`src/rtl/alu_pkg.sv`:
```
// Shared opcode, flag-index and state definitions for the sequential ALU.
package alu_pkg;

  typedef enum logic [3:0] {
    OpAdd  = 4'd0,
    OpSub  = 4'd1,
    OpMul  = 4'd2,
    OpOr   = 4'd3,
    OpMod  = 4'd4,
    OpAnd  = 4'd5,
    OpPass = 4'd6,
    OpShl  = 4'd7,
    OpDiv  = 4'd8,
    OpShr  = 4'd9
  } alu_op_e;

  // Bit positions inside the {N,Z,C,V} flag nibble.
  localparam int unsigned FLAG_N = 3;
  localparam int unsigned FLAG_Z = 2;
  localparam int unsigned FLAG_C = 1;
  localparam int unsigned FLAG_V = 0;

  typedef logic [1:0] alu_state_e;
  localparam alu_state_e StIdle = 2'd0;
  localparam alu_state_e StDiv  = 2'd1;
  localparam alu_state_e StHold = 2'd2;

  function automatic logic is_div_op(input logic [3:0] op);
    return (op == OpDiv) || (op == OpMod);
  endfunction

endpackage

```
`src/rtl/div_restoring.sv`:
```
// Unsigned restoring divider: one quotient bit per clock, N steps per division.
// quotient/remainder show the post-step values of the step in progress, so they
// are final in the cycle where done is high.
module div_restoring #(
  parameter int unsigned N     = 8,
  parameter int unsigned LOG_N = $clog2(N)
) (
  input  logic         clk,
  input  logic         rst,
  input  logic         start,
  input  logic [N-1:0] dividend,
  input  logic [N-1:0] divisor,
  output logic         busy,
  output logic         done,
  output logic [N-1:0] quotient,
  output logic [N-1:0] remainder
);

  logic [N-1:0]     quo_q, quo_d;
  logic [N-1:0]     rem_q, rem_d;
  logic [N-1:0]     dvs_q;
  logic [LOG_N-1:0] cnt_q;
  logic             busy_q;

  logic [N:0]   rem_shift;
  logic [N-1:0] rem_sub;
  logic         fits;

  always_comb begin
    rem_shift = {rem_q, quo_q[N-1]};
    fits      = rem_shift >= {1'b0, dvs_q};
    // When the divisor fits, the true difference is below 2^N, so N-bit wraparound is exact.
    rem_sub   = rem_shift[N-1:0] - dvs_q;
    if (fits) begin
      rem_d = rem_sub;
      quo_d = {quo_q[N-2:0], 1'b1};
    end else begin
      rem_d = rem_shift[N-1:0];
      quo_d = {quo_q[N-2:0], 1'b0};
    end
  end

  assign busy      = busy_q;
  assign done      = busy_q && (cnt_q == LOG_N'(N - 1));
  assign quotient  = quo_d;
  assign remainder = rem_d;

  always_ff @(posedge clk or posedge rst) begin
    if (rst) begin
      quo_q  <= '0;
      rem_q  <= '0;
      dvs_q  <= '0;
      cnt_q  <= '0;
      busy_q <= 1'b0;
    end else if (start) begin
      quo_q  <= dividend;
      rem_q  <= '0;
      dvs_q  <= divisor;
      cnt_q  <= '0;
      busy_q <= 1'b1;
    end else if (busy_q) begin
      quo_q <= quo_d;
      rem_q <= rem_d;
      cnt_q <= cnt_q + 1'b1;
      if (done) begin
        busy_q <= 1'b0;
      end
    end
  end

endmodule

```
`src/rtl/alu_seq.sv`:
```
// Multi-cycle ALU with valid/ready on both sides: single-cycle ops finish on the
// accept edge, DIV/MOD with a nonzero divisor run through the iterative divider.
module alu_seq
  import alu_pkg::*;
#(
  parameter int unsigned N     = 8,
  parameter int unsigned LOG_N = $clog2(N)
) (
  input  logic         clk,
  input  logic         rst,
  input  logic         in_valid,
  output logic         in_ready,
  input  logic [N-1:0] a,
  input  logic [N-1:0] b,
  input  logic [3:0]   ctrl,
  output logic         out_valid,
  input  logic         out_ready,
  output logic [N-1:0] result,
  output logic [3:0]   flags,
  output logic         div_zero
);

  localparam logic [N-1:0] NVal = N'(N);

  alu_state_e   state_q, state_d;
  logic [N-1:0] result_q, result_d;
  logic [3:0]   flags_q, flags_d;
  logic         div_zero_q, div_zero_d;
  logic         out_valid_q, out_valid_d;
  logic         is_mod_q, is_mod_d;

  logic         accept;
  logic         div_start;
  logic         div_busy;
  logic         div_done;
  logic [N-1:0] div_quo;
  logic [N-1:0] div_rem;
  logic [N-1:0] div_res;

  logic [N:0]     sum_ext;
  logic [N:0]     diff_ext;
  logic [2*N-1:0] prod;
  logic           shift_oob;
  logic [N-1:0]   alu_res;
  logic           alu_c;
  logic           alu_v;

  assign in_ready = (state_q == StIdle) && !div_busy && (!out_valid_q || out_ready);
  assign accept   = in_valid && in_ready;

  div_restoring #(
    .N     (N),
    .LOG_N (LOG_N)
  ) u_div (
    .clk       (clk),
    .rst       (rst),
    .start     (div_start),
    .dividend  (a),
    .divisor   (b),
    .busy      (div_busy),
    .done      (div_done),
    .quotient  (div_quo),
    .remainder (div_rem)
  );

  assign div_res = is_mod_q ? div_rem : div_quo;

  // Single-cycle datapath; DIV/MOD entries only cover the divide-by-zero case.
  always_comb begin
    sum_ext   = {1'b0, a} + {1'b0, b};
    diff_ext  = {1'b0, a} - {1'b0, b};
    prod      = {{N{1'b0}}, a} * {{N{1'b0}}, b};
    shift_oob = (b >= NVal);
    alu_res   = '0;
    alu_c     = 1'b0;
    alu_v     = 1'b0;
    case (ctrl)
      OpAdd: begin
        alu_res = sum_ext[N-1:0];
        alu_c   = sum_ext[N];
        alu_v   = (a[N-1] == b[N-1]) && (alu_res[N-1] != a[N-1]);
      end
      OpSub: begin
        alu_res = diff_ext[N-1:0];
        alu_c   = ~diff_ext[N];
        alu_v   = (a[N-1] != b[N-1]) && (alu_res[N-1] != a[N-1]);
      end
      OpMul: begin
        alu_res = prod[N-1:0];
        alu_c   = |prod[2*N-1:N];
        alu_v   = alu_c;
      end
      OpOr:    alu_res = a | b;
      OpAnd:   alu_res = a & b;
      OpPass:  alu_res = b;
      OpShl:   alu_res = shift_oob ? '0 : (a << b[LOG_N-1:0]);
      OpShr:   alu_res = shift_oob ? '0 : (a >> b[LOG_N-1:0]);
      OpDiv:   alu_res = '1;
      OpMod:   alu_res = a;
      default: alu_res = '0;
    endcase
  end

  always_comb begin
    state_d     = state_q;
    result_d    = result_q;
    flags_d     = flags_q;
    div_zero_d  = div_zero_q;
    out_valid_d = out_valid_q;
    is_mod_d    = is_mod_q;
    div_start   = 1'b0;
    unique case (state_q)
      StIdle: begin
        if (out_valid_q && out_ready) begin
          out_valid_d = 1'b0;
        end
        if (accept) begin
          if (is_div_op(ctrl) && (b != '0)) begin
            div_start = 1'b1;
            is_mod_d  = (ctrl == OpMod);
            state_d   = StDiv;
          end else begin
            result_d            = alu_res;
            flags_d[FLAG_N]     = alu_res[N-1];
            flags_d[FLAG_Z]     = (alu_res == '0);
            flags_d[FLAG_C]     = alu_c;
            flags_d[FLAG_V]     = alu_v;
            div_zero_d          = is_div_op(ctrl);
            out_valid_d         = 1'b1;
          end
        end
      end
      StDiv: begin
        if (div_done) begin
          result_d        = div_res;
          flags_d[FLAG_N] = div_res[N-1];
          flags_d[FLAG_Z] = (div_res == '0);
          flags_d[FLAG_C] = 1'b0;
          flags_d[FLAG_V] = 1'b0;
          div_zero_d      = 1'b0;
          out_valid_d     = 1'b1;
          state_d         = out_ready ? StIdle : StHold;
        end
      end
      StHold: begin
        if (out_ready) begin
          out_valid_d = 1'b0;
          state_d     = StIdle;
        end
      end
      default: state_d = StIdle;
    endcase
  end

  always_ff @(posedge clk or posedge rst) begin
    if (rst) begin
      state_q     <= StIdle;
      result_q    <= '0;
      flags_q     <= '0;
      div_zero_q  <= 1'b0;
      out_valid_q <= 1'b0;
      is_mod_q    <= 1'b0;
    end else begin
      state_q     <= state_d;
      result_q    <= result_d;
      flags_q     <= flags_d;
      div_zero_q  <= div_zero_d;
      out_valid_q <= out_valid_d;
      is_mod_q    <= is_mod_d;
    end
  end

  assign out_valid = out_valid_q;
  assign result    = result_q;
  assign flags     = flags_q;
  assign div_zero  = div_zero_q;

endmodule
```
`config.mk`:
```
export PLATFORM = sky130hd
export DESIGN_NAME = alu_seq
export DESIGN_NICKNAME = d
export VERILOG_FILES = /design/src/rtl/alu_pkg.sv /design/src/rtl/div_restoring.sv /design/src/rtl/alu_seq.sv
export SDC_FILE = /design/constraint.sdc
export NUM_CORES = 1
export LEC_CHECK = 0
export ABC_AREA = 1
export BUFFER_PORTS_ARGS = -buffer_cell sky130_fd_sc_hd__buf_2
export CORE_MARGIN = 2
export CORE_UTILIZATION = 69
export DETAILED_ROUTE_END_ITERATION = 6
export PLACE_DENSITY_LB_ADDON = 0.15
export SLEW_MARGIN = 10
export SYNTH_ARGS = -nofsm -noshare
export SYNTH_HDL_FRONTEND = slang
export SYNTH_SLANG_ARGS = --single-unit
```
`constraint.sdc`:
```
create_clock -name clk -period 5.7 [get_ports clk]
set_input_delay 0.57 -clock clk [delete_from_list [all_inputs] [get_ports clk]]
set_output_delay 0.57 -clock clk [all_outputs]
set_load 0.05 [all_outputs]
```
# --- After elaboration in Yosys (flattened, before gate mapping) ---
# Index checks and enable logic that the tools add are counted.
# Widths: inputs -> output; s select.
totals:
  word_cells: 113
  inputBits: 24
  reg_bits: 45
op_classes:
  addsub: 4
  bitwise_logic: 3
  shift: 2
  multipliers: 1
  eq_ne: 21
  n_reduce_logical: 25
  magnitude_cmp: 2
  muxes: 44
op_table:
  columns: ["operator", "count"]
  rows:
  - ["$mux 8", 11]
  - ["$pmux 8 s10", 1]
  - ["$eq 4x3->1 const B", 4]
  - ["$logic_not 8->1", 2]
  - ["$mul 8x8->16", 1]
  - ["$pmux 8 s2", 1]
  - ["$mux 1", 15]
  - ["$mux 4", 3]
  - ["$mux 2", 5]
  - ["$add 8x8->9", 1]
  - ["$ge 9x8->1", 1]
  - ["$pmux 1 s3", 3]
  - ["$sub 8x8->9", 1]
  - ["$and 8x8->8", 1]
  - ["$eq 4x2->1 const B", 2]
  - ["$eq 4x4->1 const B", 2]
  - ["$ge 8x4->1 const B", 1]
  - ["$logic_and 1x1->1", 8]
  - ["$ne 2x2->1 const B", 4]
  - ["$or 8x8->8", 1]
  - ["$pmux 4 s2", 1]
  - ["$reduce_and 4->1", 2]
  - ["$reduce_bool 8->1", 1]
  - ["$reduce_or 8->1", 1]
  - ["22 further kinds", 29]

# --- Depth between registers and ports, before layout ---
depth:
  depth_word: 7
  mapped_depth: 25
  mapped_depth_nobuf: 24

# --- Modules after synthesis ---
# From an unflattened synthesis, not the netlist that was laid out.
unflattened:
  hier_cells: 1093
  area_unflattened_um2: 7113.1
modules_own_cells:
  columns: ["mod", "n_inst", "cells_per_inst", "area_per_inst_um2"]
  rows:
  - ["alu_seq", 1, 860, 5273.8]
  - ["div_restoring", 1, 233, 1839.3]

# --- Worst setup path before layout ---
# OpenSTA, ideal clock, no wires.
synth_path:
  kind: "input-to-reg"
  from: "input b[2]"
  to: "register flags_q[0] (netlist: flags[0])"
  setup_ns: 0.118
  t_arrival_ns: 4.293
  stages: 25
  setup_slack_ns: 1.290
  required_time_ns: 5.582
  cell_sequence: "buf_2 -> buf_2 -> nand2_1 -> inv_1 -> fa_1 -> inv_1 -> fa_1 -> fa_1 -> fa_1 -> inv_1 -> ha_1 -> a21oi_1 -> nor2_1 -> nor2_1 -> nand2_1 -> nand2_1 -> nand2_1 -> nand2_1 -> nand2_1 -> nor2_1 -> nand3_1 -> nand2_1 -> nand2_1 -> nand2_1 -> nand2_1"
synth_between:
  elab_chain_cells: 7
synth_rtl:
  columns: ["item", "line_no", "source"]
  rows:
  - ["from (decl)", "alu_seq.sv:14", "input logic [N-1:0] b,"]
  - ["parallel branches: the longest is 7 deep, another holds $mul 8x8->16", null, null]
  - ["to (signal assigned)", "alu_seq.sv:166", "flags_q <= flags_d;"]
  - ["to (decl)", "alu_seq.sv:27", "logic [3:0] flags_q, flags_d;"]
# Several ways; the timed one is not identified. The select of a mux whose other input is x is not followed.
# A chain may end at the register's enable or synchronous reset.

# --- Worst setup path in the final report ---
layout_path:
  from: "input a[4]"
  to: "register flags_q[0] (netlist: flags[0])"
layout_between:
  elab_chain_cells: 7
layout_rtl:
  columns: ["item", "line_no", "source"]
  rows:
  - ["from (decl)", "alu_seq.sv:13", "input logic [N-1:0] a,"]
  - ["parallel branches: the longest is 3 deep, another holds $mul 8x8->16", null, null]
  - ["$pmux 1 s3 (*)", "alu_seq.sv:77", "case (ctrl)"]
  - ["$mux 4 (*)", "alu_seq.sv:118", "if (is_div_op(ctrl) && (b != '0)) begin"]
  - ["$mux 4 (*)", "alu_seq.sv:117", "if (accept) begin"]
  - ["$pmux 4 s2 (*)", "alu_seq.sv:112", "unique case (state_q)"]
# Every way passes the cells marked *. The select of a mux whose other input is x is not followed.

==> flow_summary_export.csv <==
group,metric,value,unit
sta,setup_viol,0,
synth,ys_warn_count,0,
routing,drt_iter0_drc,648,
placement,hpwl,14.02,mm
die,dieArea,10730,um^2
synth,syn_area,6840,um^2
cts,cts_inserted_buffers,5,
power,vdd_drop_max,0.0002894,V
setup_path,slowest_delay,560,ps
synth,synth-seq-area-share,0.1610,
die,die_h,103.6,um
setup_path,critPathMaxFanout,13,
cts,cts.repair.resized,0,
power,power-per-cell-area,396.3,nW/um^2
global_routing,global_route.usage.met1,0.4451,
cts,cts_setup_buffers,0,
synth,async_flop_share,1.000,
final_layout,fin_util,0.7350,
setup_path,worst_ep_arrival_time,4750,ps
sta,rsz0062_at_grt,"false",
synth,synth-edff-count,0,
synth,syn_inst,1065,
die,initial_core_util,0.7063,
job,maxCapViolCount,0,
sta,max_freq,220.1,MHz
sta,maxSlewViolCount,0,
synth,syn-num-nets,1202,
setup_path,end_kind,"flip-flop",
global_routing,antenna_found_initial,0,
placement,dpl_worst_slack,857.4,ps
sta,setup-tns-final,0,ps
outcome,status,"complete, no violations",
setup_path,cp_data_required_time,5900,ps
global_routing,globalRouteMet2Util,0.5700,
placement,dp.cells,1203,
routing,wl_per_cell,14.45,um
cts,h-tree-depth,2,
cts,worstSkewPairLatency,310,ps
cts,hold_buffers,0,
global_routing,busiest_layer,"met2",
power,leakage,4.154,nW
die,core-area,9684,um^2
global_routing,gr-usage-met3,0.04846,
sta,period_needed,4544,ps
synth,avgSynthCellArea,6.423,um^2
die,rows,36,
global_routing,grt_overflow_total,0,
cts,cts_sinks,44,
sta,finalCritPeriodShare,0.7972,
global_routing,grt_pass1_wl,30.01,mm
routing,routed_wl,17.50,mm
die,io_pins,39,
setup_path,crit_chain,"buf_2 -> ha_1 -> fa_1 -> inv_1 -> fa_1 -> fa_1 -> fa_1 -> inv_1 -> ha_1 -> a21oi_1 -> nor2_1 -> nor2_1 -> nand2_1 -> nand2_1 -> nand2_1 -> nand2_1 -> nand2_1 -> nor2_1 -> nand3_1 -> nand2_1 -> nand2_1 -> nand2_1 -> nand2_1",
synth,synth-seq-cells,44,
sta,worstMarginPinSlew,813.0,ps
global_routing,grt_use_total,0.3403,
power,power,2.821,mW
sta,finalClockSkew,5.499,ps
final_layout,n_antenna_cell,0,
routing,viasPerCell,5.594,
sta,finalHoldViolCount,0,
setup_path,path_class,"input pin to flip-flop",
final_layout,drive_gt1_frac,0.08720,
routing,via_count,6774,
synth,synth.top_cells.by_area,"nand2_1 18%, dfrtp_1 16%, ha_1 14%, fa_1 11%, inv_1 10%",
placement,gp_congestion,1.045,
routing,first_pass_iters,6,
synth,synth_top_cell_by_area,"nand2_1",
worst_hold_path,min_path_type,"input pin to asynchronous set/reset pin",
cts,clockBufferDepth,2,
synth,synth_top_area_share,0.1772,
placement,port_buffers,38,
routing,drc_errors,0,
routing,postRouteAntennaNets,0,
global_routing,grt_max_degree,45,
setup_path,startpoint_type,"input pin",
cts,clock-root-buffer,"clkbuf_8",
setup_path,crit_path_top_delay_cell,"fa_1",
final_layout,area.growth.synth_to_final,4.061,%
final_layout,nets,1214,
synth,synth_cell_type_count,45,
sta,relSlewSlack,0.4574,
global_routing,grt_pass1_vias,6535,
cts,cts_tree,"built",
final_layout,final_cells,1211,
die,die_w,103.6,um
setup_path,path_common_cell,"nand2_1",
cts,clk_pin_slew_worst_paths,80,ps
synth,ys.flop_type,"dfrtp_1",
sta,finalWorstSetupSlack,1156,ps
## cell families (layout without fill, tap and decap cells)
family / count (synthesis) / after routing / synth area share
DFF: 44 / 44 / 0.1610
buffers and inverters: 238 / 251 / 0.1383
AOI/OAI and AO/OA: 98 / 98 / 0.08268
and+or+nand+nor: 565 / 565 / 0.3596
xor gates and xnor gates: 7 / 7 / 0.008963
adders and majority gates: 113 / 113 / 0.2495
## cell usage in the layout, fill, tap and decap left out, types with 9 or more instances in the layout
cell type,instances
a21oi_1,33
buf_2,38
dfrtp_1,44
fa_1,39
ha_1,74
inv_1,190
inv_2,12
nand2_1,323
nand3_1,114
nand4_1,15
nor2_1,68
nor2_2,9
o21ai_0,35
## final timing paths
check / startpoint / end / slack, ps / cells past startpoint
min in group clk: out_ready / state_q[1] / 470 / 2
worst max register to register: state_q[0] / u_div.cnt_q[1] / 2870 / 12
worst max-delay path: a[4] / flags[0] / 1160 / 23
max in group asynchronous: rst / u_div.dvs_q[4] / 4930 / 3
worst min register to register: result[0] / result[0] / 480 / 2
worst min-delay path: rst / state_q[0] / 380 / 3
## synthesized netlist by cell type, types with 3 or more instances
cell / count
nor2_2: 9
nor3_1: 3
o21ai_1: 7
a21oi_1: 33
nor2_1: 68
xnor2_1: 3
nand2_1: 323
inv_1: 191
buf_2: 18
dfrtp_1: 44
nand3_2: 3
inv_2: 12
fa_1: 39
and2_1: 6
ha_1: 74
o211ai_1: 6
nand3_1: 114
clkbuf_1: 12
buf_4: 3
nand4_1: 15
or2_2: 4
xor2_1: 4
nand3b_1: 4
a22oi_1: 4
o21ai_0: 35
nand2_2: 8
## cell type report
class	instances	area [um^2]
clock buffer	8	90.09
multi-input combinational	783	4793
timing repair buffer	40	205.2
fill	835	2566
tap	133	166.4
sequential	44	1101
inverter	203	762.0
## metal layers
metal  part of all wire  routed length (um)
met1               0.41                7148
met2               0.48                8455
met3              0.074                1288
met4              0.035                 606
met5                  0                   0
## through the flow
stage | cell area, um^2 | hold WS [ps]
3_5_place_dp | 7028 | 459.7
6_report | 7118 | 384.7
3_3_place_gp | 7028 | 464.3
4_1_cts | 7118 | 400.1
5_1_grt | 7118 | 443.7
2_1_floorplan | 6840 | 459.4
## flip-flops by register name, summed over array words and instances (netlist names)
| signal | cells |
|---|---|
| result | 8 |
| u_div.dvs_q | 8 |
| u_div.quo_q | 8 |
| u_div.rem_q | 8 |
| flags | 3 |
| u_div.cnt_q | 3 |
| state_q | 2 |
| div_zero | 1 |
| is_mod_q | 1 |
| out_valid | 1 |
| u_div.busy | 1 |
## worst max-delay path: cells and delay by family
family / cells / cell delay [ps]
buf+inv: 3 / 270
simple gates: 13 / 940
fa+ha+maj: 6 / 2730
compound gates: 1 / 220
## power by group
group | internal [mW] | switching [mW] | total, mW
registers | 0.456 | 0.108 | 0.564
clock network | 0.0989 | 0.105 | 0.204
logic | 0.704 | 1.35 | 2.05
total | 1.26 | 1.56 | 2.82
No activity file was read; power rests on OpenSTA's default activity.
